===== src/rtl/seg7_pattern_decoder.sv =====
// Decodes a debounced active-low 7-segment bus back to hex digits with handshake and history.
// Define SEG7_ALT_GLYPH_EN to also accept the alternate 9 (6F) and 7 (27) glyphs.
module seg7_pattern_decoder #(
    parameter int STABLE_CYCLES = 16,
    parameter int DEPTH         = 8
) (
    input  logic               CLOCK_50,
    input  logic               RESET_N,
    input  logic [6:0]         seg_n,
    input  logic               sample_en,
    input  logic               ready,
    output logic               valid,
    output logic [3:0]         digit,
    output logic               invalid,
    output logic [4*DEPTH-1:0] history,
    output logic [3:0]         count
);

    localparam int CW = $clog2(STABLE_CYCLES + 1);

    typedef enum logic [1:0] {
        IDLE,
        SETTLE,
        PRESENT,
        HOLD
    } state_t;

    state_t             r_state;
    state_t             w_state_nxt;
    logic [6:0]         r_sync1;
    logic [6:0]         r_sync2;
    logic [6:0]         r_prev;
    logic [6:0]         r_rep;
    logic [6:0]         w_p;
    logic [CW-1:0]      r_stab;
    logic [CW-1:0]      w_stab_nxt;
    logic               w_stable;
    logic               w_load;
    logic               w_xfer;
    logic [3:0]         w_dec_digit;
    logic               w_dec_inv;
    logic               r_valid;
    logic [3:0]         r_digit;
    logic               r_invalid;
    logic [4*DEPTH-1:0] r_hist;
    logic [4*DEPTH-1:0] w_hist_nxt;
    logic [3:0]         r_count;

    assign w_p    = ~r_sync2;
    assign w_xfer = r_valid && ready;

    // Counter value including the current sample; capped so it never wraps.
    always_comb begin
        w_stab_nxt = r_stab;
        if (w_p != r_prev) begin
            w_stab_nxt = CW'(1);
        end else if (r_stab != CW'(STABLE_CYCLES)) begin
            w_stab_nxt = r_stab + CW'(1);
        end
    end

    assign w_stable = (w_stab_nxt == CW'(STABLE_CYCLES));

    always_comb begin
        w_dec_digit = 4'h0;
        w_dec_inv   = 1'b0;
        unique case (w_p)
            7'h3F: w_dec_digit = 4'h0;
            7'h06: w_dec_digit = 4'h1;
            7'h5B: w_dec_digit = 4'h2;
            7'h4F: w_dec_digit = 4'h3;
            7'h66: w_dec_digit = 4'h4;
            7'h6D: w_dec_digit = 4'h5;
            7'h7D: w_dec_digit = 4'h6;
            7'h07: w_dec_digit = 4'h7;
            7'h7F: w_dec_digit = 4'h8;
            7'h67: w_dec_digit = 4'h9;
            7'h77: w_dec_digit = 4'hA;
            7'h7C: w_dec_digit = 4'hB;
            7'h39: w_dec_digit = 4'hC;
            7'h5E: w_dec_digit = 4'hD;
            7'h79: w_dec_digit = 4'hE;
            7'h71: w_dec_digit = 4'hF;
`ifdef SEG7_ALT_GLYPH_EN
            7'h6F: w_dec_digit = 4'h9;
            7'h27: w_dec_digit = 4'h7;
`endif
            default: w_dec_inv = 1'b1;
        endcase
    end

    always_comb begin
        w_state_nxt = r_state;
        w_load      = 1'b0;
        if (!sample_en) begin
            w_state_nxt = IDLE;
        end else begin
            unique case (r_state)
                IDLE: begin
                    if (w_p != 7'h00) w_state_nxt = SETTLE;
                end
                SETTLE: begin
                    if (w_p == 7'h00) begin
                        w_state_nxt = IDLE;
                    end else if (w_stable) begin
                        w_state_nxt = PRESENT;
                        w_load      = 1'b1;
                    end
                end
                PRESENT: begin
                    if (w_xfer) w_state_nxt = HOLD;
                end
                HOLD: begin
                    if (w_p != r_rep) begin
                        w_state_nxt = (w_p == 7'h00) ? IDLE : SETTLE;
                    end
                end
            endcase
        end
    end

    generate
        if (DEPTH > 1) begin : g_shift
            assign w_hist_nxt = {r_hist[4*DEPTH-5:0], r_digit};
        end else begin : g_single
            assign w_hist_nxt = r_digit;
        end
    endgenerate

    always_ff @(posedge CLOCK_50 or negedge RESET_N) begin
        if (!RESET_N) begin
            r_sync1   <= 7'h7F;
            r_sync2   <= 7'h7F;
            r_prev    <= 7'h00;
            r_stab    <= '0;
            r_state   <= IDLE;
            r_rep     <= 7'h00;
            r_valid   <= 1'b0;
            r_digit   <= 4'h0;
            r_invalid <= 1'b0;
            r_hist    <= '0;
            r_count   <= 4'h0;
        end else begin
            r_sync1 <= seg_n;
            r_sync2 <= r_sync1;
            r_prev  <= w_p;
            r_stab  <= w_stab_nxt;
            r_state <= w_state_nxt;
            if (!sample_en) begin
                r_valid <= 1'b0;
            end else if (w_load) begin
                r_valid   <= 1'b1;
                r_digit   <= w_dec_digit;
                r_invalid <= w_dec_inv;
                r_rep     <= w_p;
            end else if (w_xfer) begin
                r_valid <= 1'b0;
            end
            // Completed handshakes still land in history even if capture is being disabled.
            if (w_xfer && !r_invalid) begin
                r_hist <= w_hist_nxt;
                if (r_count != 4'hF) r_count <= r_count + 4'h1;
            end
        end
    end

    assign valid   = r_valid;
    assign digit   = r_digit;
    assign invalid = r_invalid;
    assign history = r_hist;
    assign count   = r_count;

endmodule

===== config.mk =====
export PLATFORM = sky130hd
export DESIGN_NAME = seg7_pattern_decoder
export DESIGN_NICKNAME = d
export VERILOG_FILES = /design/src/rtl/seg7_pattern_decoder.sv
export SDC_FILE = /design/constraint.sdc
export NUM_CORES = 1
export LEC_CHECK = 0
export CAP_MARGIN = 10
export CORE_MARGIN = 2
export CORE_UTILIZATION = 48
export DETAILED_ROUTE_END_ITERATION = 8
export PLACE_DENSITY = 0.75
export RECOVER_POWER = 25
export REMOVE_ABC_BUFFERS = 1
export SETUP_SLACK_MARGIN = 0.05
export SLEW_MARGIN = 20
export SYNTH_ARGS = -nofsm -noshare
export SYNTH_HDL_FRONTEND = slang
export SYNTH_SLANG_ARGS = --single-unit

===== constraint.sdc =====
create_clock -name CLOCK_50 -period 2.6 [get_ports CLOCK_50]
set_input_delay 0.39 -clock CLOCK_50 [delete_from_list [all_inputs] [get_ports CLOCK_50]]
set_output_delay 0.39 -clock CLOCK_50 [all_outputs]
set_load 0.03 [all_outputs]

# Word level (Yosys, flattened, before mapping)
# Index checks and enable logic that the tools add are counted.
dict set report op_classes {
  mux 19
  reduce_logical 10
  bitwise 1
  addsub 2
  eq_ne 29
}
# cell count
set op_table {}
lappend op_table {{7-bit == test (second input constant)} 12}
lappend op_table {{4-bit case mux with 15 select lines} 1}
lappend op_table {{16-bit OR reduction} 1}
lappend op_table {{7-bit by 3-bit == test with 1-bit output (second input constant)} 2}
lappend op_table {{7-bit by 6-bit == test with 1-bit output (second input constant)} 2}
lappend op_table {{7-bit != test} 2}
lappend op_table {{2-bit 2-to-1 mux} 6}
lappend op_table {{5-bit 2-to-1 mux} 2}
lappend op_table {{1-bit 2-to-1 mux} 9}
lappend op_table {{3-bit != test (second input constant)} 3}
lappend op_table {{4-bit != test (second input constant)} 2}
lappend op_table {{2-bit case mux with 4 select lines} 1}
lappend op_table {{7-bit logical NOT} 1}
lappend op_table {{7-bit inverter} 1}
lappend op_table {{7-bit nonzero test} 1}
lappend op_table {{5-bit by 1-bit adder with 5-bit output (second input constant)} 1}
lappend op_table {{5-bit == test (second input constant)} 1}
lappend op_table {{5-bit != test (second input constant)} 1}
lappend op_table {{4-bit by 1-bit adder with 4-bit output (second input constant)} 1}
lappend op_table {{2-bit == test (second input constant)} 2}
lappend op_table {{2-bit AND reduction} 2}
lappend op_table {{4-bit AND reduction} 1}
lappend op_table {{3-bit by 1-bit != test with 1-bit output (second input constant)} 1}
lappend op_table {{2-bit by 1-bit == test with 1-bit output (second input constant)} 1}
lappend op_table {{3 further kinds} 4}
dict set report word_totals {
  inputBits 11
  ff_bits 77
  out_inout_bits 42
}

# Depth between registers and ports, before layout
dict set report depth {
  depth_word 10
  mapped_depth 9
  mapped_depth_nobuf 7
}

# Worst setup path before layout
# No wires, ideal clock.
dict set report synth_timing {
  path_kind {flip-flop to flip-flop}
  start {register r_sync2[5]}
  end {register r_invalid (netlist: invalid)}
  slack_ps 90
  path_buffers 3
  period_less_slack_ps 2510
  path_stages_with_launch 9
  arrival_time_ps 2385
  cell_sequence {dfstp_2 > buf_4 > xnor2_1 > nor4_2 > or3b_1 > or4b_1 > buf_2 > buf_6 > mux2_4}
}
dict set report synth_via {
  elab_chain_cells 9
  elab_cells_between_ends 28
}
# item line_no
set synth_lines {}
lappend synth_lines {{start: declaration} 31} ;# logic [6:0] r_sync2;
lappend synth_lines {{start signal: assignment} 145} ;# r_sync2 <= r_sync1;
lappend synth_lines {{7-bit inverter *} 49} ;# assign w_p = ~r_sync2;
lappend synth_lines {{7-bit != test} 55} ;# if (w_p != r_prev) begin
lappend synth_lines {{5-bit 2-to-1 mux} 55}
lappend synth_lines {{5-bit == test} 62} ;# assign w_stable = (w_stab_nxt == CW'(STABLE_CYCLES));
lappend synth_lines {{1-bit 2-to-1 mux} 105} ;# end else if (w_stable) begin
lappend synth_lines {{1-bit 2-to-1 mux} 103} ;# if (w_p == 7'h00) begin
lappend synth_lines {{1-bit 2-to-1 mux} 98} ;# unique case (r_state)
lappend synth_lines {{1-bit 2-to-1 mux} 95} ;# if (!sample_en) begin
lappend synth_lines {{2-bit AND reduction (no source line)} -}
lappend synth_lines {{end signal: assignment} 154} ;# r_invalid <= w_dec_inv;
lappend synth_lines {{end: declaration} 44} ;# logic r_invalid;
# Mark *: on every way between the ends. The rest lies on a longest branch, timed or not.
# A chain may end at the register's enable or synchronous reset.

# Final worst setup path
dict set report layout_timing {
  start {register r_sync2[2]}
  end {register r_rep[2]}
}
dict set report layout_via {
  elab_chain_cells 9
  elab_cells_between_ends 10
}
# item line_no
set layout_lines {}
lappend layout_lines {{7-bit inverter *} 49}
lappend layout_lines {{7-bit != test} 55}
lappend layout_lines {{5-bit 2-to-1 mux} 55}
lappend layout_lines {{5-bit == test} 62}
lappend layout_lines {{1-bit 2-to-1 mux} 105}
lappend layout_lines {{1-bit 2-to-1 mux} 103}
lappend layout_lines {{1-bit 2-to-1 mux} 98}
lappend layout_lines {{1-bit 2-to-1 mux} 95}
lappend layout_lines {{2-bit AND reduction (no source line)} -}
lappend layout_lines {{end signal: assignment} 155} ;# r_rep <= w_p;
lappend layout_lines {{end: declaration} 33} ;# logic [6:0] r_rep;
# Marks and branches as above.

==> results.toml <==
[finish]
diodes = 0
area_growth_pct = 26.5
stdcell_count = 481
nets = 394
drive_gt1_share_pct = 16.1
finalInstanceArea_mm2 = 0.00427
final_util_pct = 62.8

[clock_network]
cts_made_buffers = 9
path_clk_slew_ns = 0.08
cts_htree_levels = 3
cts_resized = 0
cts_max_path_buffers = 2
cts_setup_buffers = 0
cts.sinks = 77
tritoncts = "done"
hold_buffers = 0
cts-root-buf = "clkbuf_8"
clk_latency_ns = 0.35

[sta]
fmax_mhz = 406
slew_violations = 78
slew_headroom_pct = -22.2
tns_ns = 0
fin_crit_ns = 2.46
finalHoldViolCount = 0
holdWs_ns = 0.358
setup_violations = 0
layout_setup_ws_ns = 0.140
finClkSkew_ns = 0.00913
fin_crit_sh_pct = 94.6
rsz0062_at_grt = "false"
tightest_slew_ns = 1.83

[power]
power_density_mw_per_mm2 = 535
ir_drop_mv = 0.423
power.total_mw = 2.28
p_leak_nw = 2.07

[die]
start_util_pct = 49.7
die_w_um = 87.8
core-area_mm2 = 0.00679
die_area_mm2 = 0.00771
num_io_pins = 53
die_h_um = 87.8
rows = 30

[yosys]
synth_xor_area_share_pct = 5.71
synth_area_leaders = "dfrtp_1, dfstp_2, nand2_1"
ys_ff_latch = 77
synth_common_cells = "nand2_1, dfrtp_1, inv_1, dfstp_2"
synth_fa_ha_area_share_pct = 1.11
synth_compound_area_share_pct = 6.31
ys.flop_type = "dfrtp_1"
ys_warn_count = 0
yosys.area_share.simple_pct = 19.6
synth_edf_count = 0
seq_area_frac_synth_pct = 57.6
yosysTopAreaCell = "dfrtp_1"
avgSynthCellArea_um2 = 10.4
muxShareOfSynthArea_pct = 5.56
yosysMostFrequentCell = "nand2_1"
synth_top_area_share_pct = 46.7
synth_top_family_by_area = "simple AND/OR/NAND/NOR gates"
synth-async-reset-ratio_pct = 100
ys_types = 50
syn_area_mm2 = 0.00337
synthCells = 324

[status]
violations = "capacitance limit, slew limit"
outcome = "finished, violations left"

[drt]
drt-pass1-iter-count = 4
via_per_inst = 5.04
drtAntennaViolNets = 0
wl_met3_um = 283
wl_um = 6770
top_layer_used = "met4"
drc = 0
m1WireLength_um = 3300
vias = 2422
drtIter0Drc = 147
route.met2.wl_um = 3070
wire_per_inst_um = 14.1

[worst_setup_path]
critPathMaxFanout = 7
slowest_delay_ns = 0.57
worstPathArrival_ns = 2.69
path_class = "flip-flop to flip-flop"
endpoint_kind = "flip-flop"
slowest_stage = "or4b_4"
crit_chain = "xnor2_2 > nor4_2 > or3b_4 > or4b_4 > buf_12 > mux2_4"
critPathLaunchType = "flip-flop"
cp.required_ns = 2.83

[place]
placed_cells = 464
dp_slack_ns = 0.140
io_buffer_count = 52
place.gp.congestion = 0.875
placed_cell_area_mm2 = 0.00401
dp.final_hpwl_um = 4440

[run]
cap_viol_max_count = 1

[global_routing]
grt_pass1_vias = 2217
grt_start_max_net_pins = 78
antenna_found_initial = 0
overflow = 0
grt_usage_pct = 18.6
grt_pass1_wl_um = 11000

[hold_path]
hold_path.class = "flip-flop to flip-flop"
[layer usage]
layer | vias to the layer above | global-route usage, %
met5 | - | 0
met4 | 0 | 6.71
met3 | 11 | 4.90
met2 | 59 | 26.8
met1 | 1174 | 27.0
li1 | 1178 | -
[final cells by class]
cell class,count,area [um2]
Tap cell,96,120
Clock buffer,10,138
Inverter,15,56.3
Timing Repair Buffer,63,628
Multi-Input combinational cell,214,1310
Clock inverter,6,70.1
Sequential cell,77,1940
Fill cell,573,2530
[sequential cells by signal, indices dropped and copies added (netlist names)]
name / count
history: 32
r_prev: 7
r_rep: 7
r_sync1: 7
r_sync2: 7
r_stab: 5
count: 4
digit: 4
r_state: 2
invalid: 1
valid: 1
[layout by cell type, fill, tap and decap left out, types with 4 or more instances in the layout]
master,Yosys,routed
clkdlybuf4s50_1,0,44
inv_1,15,15
nand2_1,98,98
nor3_1,4,4
nand3_1,8,8
o21ai_0,4,4
dlygate4sd3_1,0,7
dfstp_2,14,12
nand4_1,4,4
mux2_2,6,6
buf_4,1,9
dfrtp_1,63,63
mux2_4,6,6
xor2_1,12,12
nor2_1,10,9
clkbuf_8,0,10
xnor2_1,10,9
[report_power, final]
| part | switching (mW) | total (mW) | leakage (nW) | internal [mW] |
|---|---|---|---|---|
| Clock | 0.452 | 0.929 | 0.107 | 0.476 |
| Sequential | 0.0107 | 1.23 | 0.993 | 1.22 |
| Combinational | 0.0745 | 0.121 | 0.970 | 0.0469 |
| Total | 0.538 | 2.28 | 2.07 | 1.75 |
[critical path: cells and delay by family (launching register included)]
family,cells,cell delay [ns]
xor+xnor,1,0.07
mux,1,0.29
simple gates,3,1.26
buf+inv,1,0.17
flops,1,0.56
[cell families after synthesis]
logic type / count (synthesis)
muxes: 15
and+or+nand+nor: 146
AOI/OAI and AO/OA: 28
buffers and inverters: 33
DFF: 77
adders and majority gates: 3
xor gates and xnor gates: 22
[worst paths after layout]
check | depth (start not counted) | slack (ns) | startpoint | endpoint
min in group asynchronous | 1 | 0.53 | RESET_N | history[30]
max in group asynchronous | 1 | 0.97 | RESET_N | r_prev[3]
hold / removal | 0 | 0.36 | r_sync1[3] | r_sync2[3]
hold reg to reg | 0 | 0.36 | r_sync1[3] | r_sync2[3]
setup reg to reg | 6 | 0.14 | r_sync2[2] | r_rep[2]
setup / recovery | 6 | 0.14 | r_sync2[2] | r_rep[2]
Note: power is estimated with default switching activity, not from simulation.
